$ cat src/rtl/decompress_defines_pkg.sv
// Shared types, constants and helpers for the MLKEM decompress sequencer.
package decompress_defines_pkg;

    localparam int ABR_MEM_ADDR_WIDTH = 14;
    localparam int DECOMP_MAX_TOTAL   = 176;
    localparam int DECOMP_CNT_W       = 8;

    typedef enum logic [2:0] {
        DMODE_D1  = 3'd0,
        DMODE_D4  = 3'd1,
        DMODE_D5  = 3'd2,
        DMODE_D10 = 3'd3,
        DMODE_D11 = 3'd4
    } decomp_dmode_e;

    typedef enum logic [2:0] {
        SEQ_IDLE,
        SEQ_ARM,
        SEQ_STREAM,
        SEQ_DRAIN,
        SEQ_WAIT_DONE
    } decomp_seq_state_e;

    // Packed 64-bit words per polynomial: 256 coeffs * d bits / 64
    function automatic logic [DECOMP_CNT_W-1:0] decomp_wpp(input logic [2:0] mode);
        case (mode)
            DMODE_D1:  return 8'd4;
            DMODE_D4:  return 8'd16;
            DMODE_D5:  return 8'd20;
            DMODE_D10: return 8'd40;
            DMODE_D11: return 8'd44;
            default:   return 8'd0;
        endcase
    endfunction

endpackage

$ cat src/rtl/decompress_seq_fifo.sv
// Small synchronous FIFO holding read data returned ahead of datapath demand.
module decompress_seq_fifo #(
    parameter int DEPTH = 4,
    parameter int WIDTH = 64
) (
    input  logic                     clk,
    input  logic                     reset_n,
    input  logic                     flush,
    input  logic                     push,
    input  logic                     pop,
    input  logic [WIDTH-1:0]         wdata,
    output logic [WIDTH-1:0]         rdata,
    output logic                     full,
    output logic                     empty,
    output logic [$clog2(DEPTH):0]   count
);

    localparam int AW = $clog2(DEPTH);
    localparam int CW = AW + 1;

    logic [WIDTH-1:0] mem [DEPTH];
    logic [AW-1:0]    wptr;
    logic [AW-1:0]    rptr;
    logic             do_push;
    logic             do_pop;

    assign empty   = (count == '0);
    assign full    = (count == CW'(DEPTH));
    assign do_pop  = pop && !empty;
    assign do_push = push && (!full || do_pop);
    assign rdata   = mem[rptr];

    always_ff @(posedge clk or negedge reset_n) begin
        if (!reset_n) begin
            wptr  <= '0;
            rptr  <= '0;
            count <= '0;
        end else if (flush) begin
            wptr  <= '0;
            rptr  <= '0;
            count <= '0;
        end else begin
            if (do_push) wptr <= wptr + 1'b1;
            if (do_pop)  rptr <= rptr + 1'b1;
            case ({do_push, do_pop})
                2'b10:   count <= count + 1'b1;
                2'b01:   count <= count - 1'b1;
                default: count <= count;
            endcase
        end
    end

    always_ff @(posedge clk) begin
        if (do_push) mem[wptr] <= wdata;
    end

endmodule

$ cat src/rtl/decompress_seq_ctrl.sv
// Sequences one MLKEM decompress job: arm write control, stream source words, await completion.
module decompress_seq_ctrl
    import decompress_defines_pkg::*;
#(
    parameter int RD_LATENCY = 1,
    parameter int FIFO_DEPTH = 4
) (
    input  logic                          clk,
    input  logic                          reset_n,
    input  logic                          zeroize,
    input  logic                          start,
    input  logic [2:0]                    num_poly,
    input  logic [2:0]                    d_mode,
    input  logic [ABR_MEM_ADDR_WIDTH-1:0] src_base_addr,
    input  logic [ABR_MEM_ADDR_WIDTH-1:0] dest_base_addr,
    output logic                          mem_rd_req,
    output logic [ABR_MEM_ADDR_WIDTH-1:0] mem_rd_addr,
    input  logic [63:0]                   mem_rd_data,
    output logic                          dp_enable,
    output logic [ABR_MEM_ADDR_WIDTH-1:0] dp_dest_addr,
    output logic [63:0]                   dp_data,
    output logic                          dp_valid,
    input  logic                          dp_ready,
    input  logic                          dp_done,
    output logic                          busy,
    output logic                          done,
    output logic                          error
);

    localparam int CW = $clog2(FIFO_DEPTH) + 1;
    localparam int AW = ABR_MEM_ADDR_WIDTH;

    decomp_seq_state_e     state, state_nxt;
    logic [DECOMP_CNT_W-1:0] total_q, issued_q, sent_q;
    logic [AW-1:0]         src_q, dest_q;
    logic [RD_LATENCY-1:0] pipe;
    logic [RD_LATENCY:0]   pipe_nxt;
    logic [CW-1:0]         inflight, fifo_count;
    logic [63:0]           fifo_rdata;
    logic                  fifo_full, fifo_empty, fifo_push, fifo_pop;
    logic                  legal, accept, bad_cmd, proto_err, flush;
    logic                  rd_ret, credit_ok, last_req, xfer;

    assign legal     = (num_poly != 3'd0) && (num_poly <= 3'd4) && (d_mode <= 3'd4);
    assign accept    = (state == SEQ_IDLE) && start && legal;
    assign bad_cmd   = (state == SEQ_IDLE) && start && !legal;
    assign proto_err = dp_done && ((state == SEQ_STREAM) || (state == SEQ_DRAIN));
    assign flush     = zeroize || proto_err;

    always_comb begin
        inflight = '0;
        for (int i = 0; i < RD_LATENCY; i++) inflight = inflight + CW'(pipe[i]);
    end

    // Words in flight plus buffered words never exceed the FIFO depth
    assign credit_ok  = ({1'b0, inflight} + {1'b0, fifo_count}) < (CW+1)'(FIFO_DEPTH);
    assign mem_rd_req = (state == SEQ_STREAM) && (issued_q < total_q) && credit_ok && !fifo_full;
    assign mem_rd_addr = mem_rd_req ? src_q + AW'(issued_q) : '0;
    assign last_req   = mem_rd_req && ((issued_q + 1'b1) == total_q);

    assign pipe_nxt = {pipe, mem_rd_req};
    assign rd_ret   = pipe[RD_LATENCY-1];

    // Returning data bypasses an empty FIFO so the first word costs no extra cycle
    assign dp_valid  = !fifo_empty || rd_ret;
    assign dp_data   = !fifo_empty ? fifo_rdata : (rd_ret ? mem_rd_data : '0);
    assign xfer      = dp_valid && dp_ready;
    assign fifo_pop  = !fifo_empty && dp_ready;
    assign fifo_push = rd_ret && !(fifo_empty && dp_ready);

    assign dp_enable    = (state == SEQ_ARM);
    assign dp_dest_addr = dest_q;
    assign busy         = (state != SEQ_IDLE);

    decompress_seq_fifo #(
        .DEPTH (FIFO_DEPTH),
        .WIDTH (64)
    ) u_fifo (
        .clk     (clk),
        .reset_n (reset_n),
        .flush   (flush),
        .push    (fifo_push),
        .pop     (fifo_pop),
        .wdata   (mem_rd_data),
        .rdata   (fifo_rdata),
        .full    (fifo_full),
        .empty   (fifo_empty),
        .count   (fifo_count)
    );

    always_comb begin
        state_nxt = state;
        unique case (state)
            SEQ_IDLE:      if (accept) state_nxt = SEQ_ARM;
            SEQ_ARM:       state_nxt = SEQ_STREAM;
            SEQ_STREAM: begin
                if (proto_err)     state_nxt = SEQ_IDLE;
                else if (last_req) state_nxt = SEQ_DRAIN;
            end
            SEQ_DRAIN: begin
                if (proto_err)              state_nxt = SEQ_IDLE;
                else if (sent_q == total_q) state_nxt = SEQ_WAIT_DONE;
            end
            SEQ_WAIT_DONE: if (dp_done) state_nxt = SEQ_IDLE;
            default:       state_nxt = SEQ_IDLE;
        endcase
    end

    always_ff @(posedge clk or negedge reset_n) begin
        if (!reset_n)     state <= SEQ_IDLE;
        else if (zeroize) state <= SEQ_IDLE;
        else              state <= state_nxt;
    end

    always_ff @(posedge clk or negedge reset_n) begin
        if (!reset_n) begin
            pipe <= '0;
        end else if (flush) begin
            pipe <= '0;
        end else begin
            pipe <= pipe_nxt[RD_LATENCY-1:0];
        end
    end

    always_ff @(posedge clk or negedge reset_n) begin
        if (!reset_n) begin
            total_q  <= '0;
            issued_q <= '0;
            sent_q   <= '0;
            src_q    <= '0;
            dest_q   <= '0;
            done     <= 1'b0;
            error    <= 1'b0;
        end else if (zeroize) begin
            total_q  <= '0;
            issued_q <= '0;
            sent_q   <= '0;
            src_q    <= '0;
            dest_q   <= '0;
            done     <= 1'b0;
            error    <= 1'b0;
        end else begin
            done  <= (state == SEQ_WAIT_DONE) && dp_done;
            error <= bad_cmd || proto_err;
            if (accept) begin
                total_q  <= DECOMP_CNT_W'(num_poly) * decomp_wpp(d_mode);
                issued_q <= '0;
                sent_q   <= '0;
                src_q    <= src_base_addr;
                dest_q   <= dest_base_addr;
            end else begin
                if (mem_rd_req) issued_q <= issued_q + 1'b1;
                if (xfer)       sent_q   <= sent_q + 1'b1;
            end
        end
    end

endmodule

$ cat config.mk
export PLATFORM = sky130hd
export DESIGN_NAME = decompress_seq_ctrl
export DESIGN_NICKNAME = d
export VERILOG_FILES = /design/src/rtl/decompress_defines_pkg.sv /design/src/rtl/decompress_seq_fifo.sv /design/src/rtl/decompress_seq_ctrl.sv
export SDC_FILE = /design/constraint.sdc
export NUM_CORES = 1
export LEC_CHECK = 0
export ABC_AREA = 1
export CAP_MARGIN = 10
export CELL_PAD_IN_SITES_DETAIL_PLACEMENT = 0
export CELL_PAD_IN_SITES_GLOBAL_PLACEMENT = 2
export CORE_UTILIZATION = 38
export DETAILED_ROUTE_END_ITERATION = 10
export PLACE_DENSITY_LB_ADDON = 0.1
export SYNTH_ARGS = -nofsm -noshare
export SYNTH_HDL_FRONTEND = slang
export SYNTH_HIERARCHICAL = 1
export SYNTH_SLANG_ARGS = --single-unit
$ cat constraint.sdc
create_clock -name clk -period 9.6 [get_ports clk]
set_input_delay 1.92 -clock clk [delete_from_list [all_inputs] [get_ports clk]]
set_output_delay 1.92 -clock clk [all_outputs]
set_load 0.02 [all_outputs]
After elaboration in Yosys (flattened, before gate mapping)
Memories as Yosys holds them, arrays and structs flattened.
Cells that the tools add are included.
{ "totals": {"register_bits": 65, "ramBits": 256, "inputBits": 104, "output_inout_bits": 98, "wordCells": 118, "memories": 1} }
{ "classes": {"addsub": 8, "n_mul": 1, "order_cmp": 4, "eq_ne": 17, "mux": 37, "n_reduce_logical": 38} }
{ "mem_list": {"columns": ["name", "words", "width", "read_ports", "rd_ports_with_merged_regs", "write_ports", "line_no", "rtl"], "rows": [
  ["u_fifo.mem", 4, 64, 1, 0, 1, "decompress_seq_fifo.sv:21", "logic [WIDTH-1:0] mem [DEPTH];"]
]} }
{ "op_table": {"columns": ["operator", "n"], "rows": [
  ["64-bit two-way mux", 2],
  ["8-bit two-way mux", 10],
  ["14-bit two-way mux", 5],
  ["6-bit one-hot mux with 5 select lines", 1],
  ["3-bit two-way mux", 8],
  ["1-bit logical AND", 17],
  ["8-bit by 1-bit adder with 8-bit output (second input constant)", 2],
  ["8-bit equality test", 2],
  ["3-bit one-hot mux with 5 select lines", 1],
  ["3-bit nonzero test", 5],
  ["14-bit by 8-bit adder with 14-bit output", 1],
  ["3-bit by 2-bit equality test with 1-bit output (second input constant)", 4],
  ["3-bit equality test (second input constant)", 3],
  ["3-bit logical NOT", 3],
  ["8-bit < comparator", 1],
  ["3-bit by 8-bit multiplier with 8-bit output", 1],
  ["2-bit two-way mux", 4],
  ["3-bit by 1-bit equality test with 1-bit output (second input constant)", 2],
  ["3-bit less-or-equal comparator (second input constant)", 2],
  ["3-bit inequality test (second input constant)", 2],
  ["3-bit one-hot mux with 2 select lines", 1],
  ["2-bit nonzero test", 3],
  ["1-bit logical OR", 5],
  ["1-bit two-way mux", 5],
  ["11 further kinds", 15]
]} }

Longest topological paths before layout
{ "depth": {"word_depth": 9, "ltp_mapped": 17, "ltp_nobuf": 14} }

Hierarchy
Netlist, hierarchy kept.
{ "by_module_without_submodules": {"columns": ["module", "instances", "cells_per_inst", "area_per_inst_um2", "seq_area_each_um2"], "rows": [
  ["decompress_seq_fifo", 1, 684, 9977.1, 7862.5],
  ["decompress_seq_ctrl", 1, 707, 4599.4, 1401.3]
]} }

Worst setup path after synthesis
Ideal clock, no wire load.
{ "synth_timing": {"path_type": "input to register", "start": "input dp_ready", "end": "memory u_fifo.mem[0][0], enable pin", "arrival_time_ps": 4977, "t_required_ps": 9114, "slack_ps": 4137, "stages": 4, "path_buffers": 0, "cell_sequence": "inv_1 -> nor2_1 -> o21ai_2 -> nor2_1"} }
{ "synth_between": {"elab_chain_cells": 6, "elab_cells_between_ends": 9, "cone_classes": "mux (2); reduce/logical (7)"} }
{ "synth_rtl": {"columns": ["element", "line_no", "rtl"], "rows": [
  ["start, declared", "decompress_seq_ctrl.sv:23", "input logic dp_ready,"],
  ["1-bit logical AND", "decompress_seq_ctrl.sv:68", "assign fifo_pop = !fifo_empty && dp_ready;"],
  ["named net fifo_pop", "decompress_seq_ctrl.sv:40", "logic fifo_full, fifo_empty, fifo_push, fifo_pop;"],
  ["1-bit logical AND", "decompress_seq_fifo.sv:29", "assign do_pop = pop && !empty;"],
  ["1-bit logical OR", "decompress_seq_fifo.sv:30", "assign do_push = push && (!full || do_pop);"],
  ["1-bit logical AND", "decompress_seq_fifo.sv:30", null],
  ["1-bit two-way mux", "decompress_seq_fifo.sv:54", "if (do_push) mem[wptr] <= wdata;"],
  ["1-bit two-way mux (implied by the code)", "decompress_seq_fifo.sv:54", null],
  ["end, declared", "decompress_seq_fifo.sv:21", null]
]} }
The timed path passes the listed nets, and every way through them passes these cells.

Final worst setup path
{ "layout_timing": {"start": "register u_fifo.rptr[1]", "end": "output dp_data[14]"} }
{ "layout_between": {"elab_chain_cells": 2} }
{ "layout_rtl": {"columns": ["element", "line_no", "rtl"], "rows": [
  ["start, declared", "decompress_seq_fifo.sv:23", "logic [AW-1:0] rptr;"],
  ["start signal, assigned", "decompress_seq_fifo.sv:44", "if (do_pop) rptr <= rptr + 1'b1;"],
  ["memory 4 x 64 bit", null, null],
  ["named net fifo_rdata[14]", "decompress_seq_ctrl.sv:39", "logic [63:0] fifo_rdata;"],
  ["64-bit two-way mux", "decompress_seq_ctrl.sv:66", "assign dp_data = !fifo_empty ? fifo_rdata : (rd_ret ? mem_rd_data : '0);"],
  ["end, declared", "decompress_seq_ctrl.sv:21", "output logic [63:0] dp_data,"]
]} }
The timed path passes the listed nets, and every way through them passes these cells.

==> impl_metrics.env <==
export IMPL_outcome="finished, final reports clean"
export IMPL_core_area_mm2=0.0377
export IMPL_startpoint="u_fifo/rptr[1]$_DFFE_PN0P_"
export IMPL_yosys_most_used_dff="edfxtp_1"
export IMPL_holdWs_ps=482
export IMPL_ys_warn_count=6
export IMPL_p_per_area_mw_per_mm2=251
export IMPL_grt_usage_pct=19.2
export IMPL_p_int_uw=2980
export IMPL_io_buffers=201
export IMPL_cts_tree="yes"
export IMPL_boundaryPins=202
export IMPL_ys_ff_latch=319
export IMPL_worstPathRequired_ps=7680
export IMPL_r2r_start="u_fifo/count[0]$_DFFE_PN0P_"
export IMPL_chipWidth_um=198
export IMPL_netlist_instances=1391
export IMPL_reg2reg_to="u_fifo/mem[1][40]$_DFFE_PP_"
export IMPL_synth_edf_count=256
export IMPL_grt_overflow=0
export IMPL_fin_setup_tns_ps=0
export IMPL_period_share_pct=58.7
export IMPL_synthArstFlopShare_pct=19.7
export IMPL_drt_pass1_iter_count=4
export IMPL_power_switching_uw=1580
export IMPL_cts_root_buf="clkbuf_16"
export IMPL_via_per_inst=5.06
export IMPL_critPathLaunchType="register"
export IMPL_rows=71
export IMPL_synthDistinctLibCells=42
export IMPL_drc=0
export IMPL_clock_power_share_pct=30.7
export IMPL_critPathCaptureType="primary output"
export IMPL_seq_power_share_pct=35.5
export IMPL_period_minus_slack_ps=5630
export IMPL_post_cts_buffers=0
export IMPL_cts_hold_buf=0
export IMPL_p_comb_share_pct=33.8
export IMPL_cp_arrival_ps=3710
export IMPL_rsz0062_at_grt="no"
export IMPL_clk_pin_slew_ps=60
export IMPL_dieArea_mm2=0.0391
export IMPL_cts_resized=0
export IMPL_hpwl_um=22000
export IMPL_cts_sinks=319
export IMPL_drive_gt1_share_pct=6.52
export IMPL_htreeDepth=2
export IMPL_die_h_um=198
export IMPL_sw_frac_of_total_pct=34.7
export IMPL_nets=1702
export IMPL_endpoint="dp_data[14]"
export IMPL_drtIter0Drc=579
export IMPL_fin_util_pct=48.1
export IMPL_drv_slew=0
export IMPL_grt_pass1_wl_um=58200
export IMPL_syn_nets=1526
export IMPL_syn_area_mm2=0.0146
export IMPL_wl_um=37400
export IMPL_antenna_found_initial=1
export IMPL_hold_violations=0
export IMPL_hp_class="register to register"
export IMPL_ff2ff_setup_slack_ps=6050
export IMPL_gp_congestion=0.736
export IMPL_vias=10700
export IMPL_area_delta_synth_final_pct=24.3
export IMPL_start_util_pct=38.7
export IMPL_setup_viol=0
export IMPL_final_antenna_net_count=0
export IMPL_relSlewSlack_pct=38.1
export IMPL_critPathMaxFanout=65
export IMPL_grt_start_max_net_pins=91
export IMPL_leakagePower_uw=0.00690
export IMPL_critPathKind="register to primary output"
export IMPL_wl_per_cell_um=17.8
export IMPL_reg2reg_depth=8
export IMPL_finClkSkew_ps=24.5
export IMPL_peakVddDrop_mv=0.206
export IMPL_worstMarginPinSlew_ps=928
export IMPL_avgSynthCellArea_um2=10.5
export IMPL_synth_seq_area_share_pct=63.6
export IMPL_p_total_uw=4560
export IMPL_grt_pass1_vias=10400
export IMPL_clock_latency_ps=520
export IMPL_cts_path_max_buffers=3
export IMPL_fmaxAchievable_mhz=178
export IMPL_drv_cap=0
export IMPL_cts_inserted_buffers=36
state kept, by name, summed over array words and instances, names as in the netlist, 3 cells and up:
| name | flops |
|---|---|
| u_fifo/mem | 256 |
| dp_dest_addr | 14 |
| src_q | 14 |
| issued_q | 8 |
| sent_q | 8 |
| total_q | 6 |
| state | 3 |
| u_fifo/count | 3 |
layer usage:
layer | up-vias | wire (um) | GRT usage (%)
met4 | 0 | 666 | 4.36
met1 | 5163 | 16800 | 25.5
met2 | 198 | 18300 | 33.2
met5 | - | 0 | 0
met3 | 48 | 1620 | 2.93
li1 | 5249 | - | -
metrics by stage:
stage | area [um2] | std cells | setup slack, ps
CTS | 18100 | 2106 | 3890
global placement | 16900 | 2040 | 4320
detailed placement | 16900 | 2040 | 4310
floorplan | 14600 | 1391 | 4140
global route | 18100 | 2106 | 3700
finish | 18100 | 2107 | 3970
worst max-delay path, stage by stage (launching register included):
cell	delay, ps
dfrtp_4	990
clkinv_2	720
buf_4	490
o21ai_1	150
o22ai_1	90
nand2_1	110
nand2_1	70
clkdlybuf4s50_1	530
cell type report:
| cell class | count | area, um2 |
|---|---|---|
| Antenna cell | 1 | 2.50 |
| Fill cell | 3597 | 19500 |
| Tap cell | 511 | 639 |
| Clock buffer | 43 | 968 |
| Sequential cell | 319 | 9280 |
| Multi-Input combinational cell | 916 | 4580 |
| Clock inverter | 23 | 248 |
| Timing Repair Buffer | 213 | 2100 |
| Inverter | 81 | 310 |
logic make-up after synthesis:
kind of cell               share of synthesized area [%]
adders and majority gates                           2.92
DFF                                                 63.6
buffers and inverters                               5.23
AOI/OAI and AO/OA                                   10.2
xor gates and xnor gates                           0.541
and+or+nand+nor                                     17.5
how the worst min path moves through the flow:
stage          slack, ps  cells after the start                     endpoint                        start
2_1_floorplan        450                      2         src_q[0]$_DFFE_PN0P_         src_q[0]$_DFFE_PN0P_
3_3_place_gp         460                      2  dp_dest_addr[8]$_DFFE_PN0P_  dp_dest_addr[8]$_DFFE_PN0P_
3_5_place_dp         470                      2  dp_dest_addr[8]$_DFFE_PN0P_  dp_dest_addr[8]$_DFFE_PN0P_
4_1_cts              490                      2  dp_dest_addr[3]$_DFFE_PN0P_  dp_dest_addr[3]$_DFFE_PN0P_
5_1_grt              500                      2  dp_dest_addr[3]$_DFFE_PN0P_  dp_dest_addr[3]$_DFFE_PN0P_
6_report             480                      2  dp_dest_addr[3]$_DFFE_PN0P_  dp_dest_addr[3]$_DFFE_PN0P_
placed cells by master (no fill, tap or decap), types with 6 or more instances in the layout:
master           count
nand2_1            256
edfxtp_1           256
clkdlybuf4s50_1    200
nor2_1             171
nand3_1            132
o21ai_0            104
o22ai_1             73
inv_1               70
dfrtp_1             60
o21ai_1             58
clkbuf_16           37
a21oi_1             28
ha_1                26
clkinv_2            12
buf_4               12
nor3_1              11
nand4_1              9
clkinv_1             6
nor2_2               6
inv_2                6
nor2_4               6
power by group through the flow:
stage	logic, uW	registers [uW]	clock network, uW
floorplan	945	1610	0
global placement	1570	1650	0
detailed placement	1570	1650	0
CTS	1570	1620	1430
global route	1690	1630	1480
finish	1540	1620	1400
cell usage after synthesis, drive strengths merged, types with 2 or more instances:
cell type / count / area share [%]
xnor2: 4 / 0.24
nor2: 183 / 4.9
o211ai: 2 / 0.10
clkinv: 2 / 0.060
nor3: 11 / 0.38
o21ai: 163 / 5.6
a21o: 4 / 0.21
edfxtp: 256 / 53
o22ai: 73 / 3.1
fa: 5 / 0.69
xor2: 5 / 0.30
nor4: 2 / 0.19
nand2: 260 / 6.8
clkbuf: 30 / 0.77
buf: 45 / 2.3
ha: 26 / 2.2
a31oi: 2 / 0.086
nand3: 134 / 4.7
dfrtp: 63 / 11
nand4: 9 / 0.39
a21oi: 28 / 0.96
inv: 79 / 2.1
No activity file was read; power rests on OpenSTA's default activity.
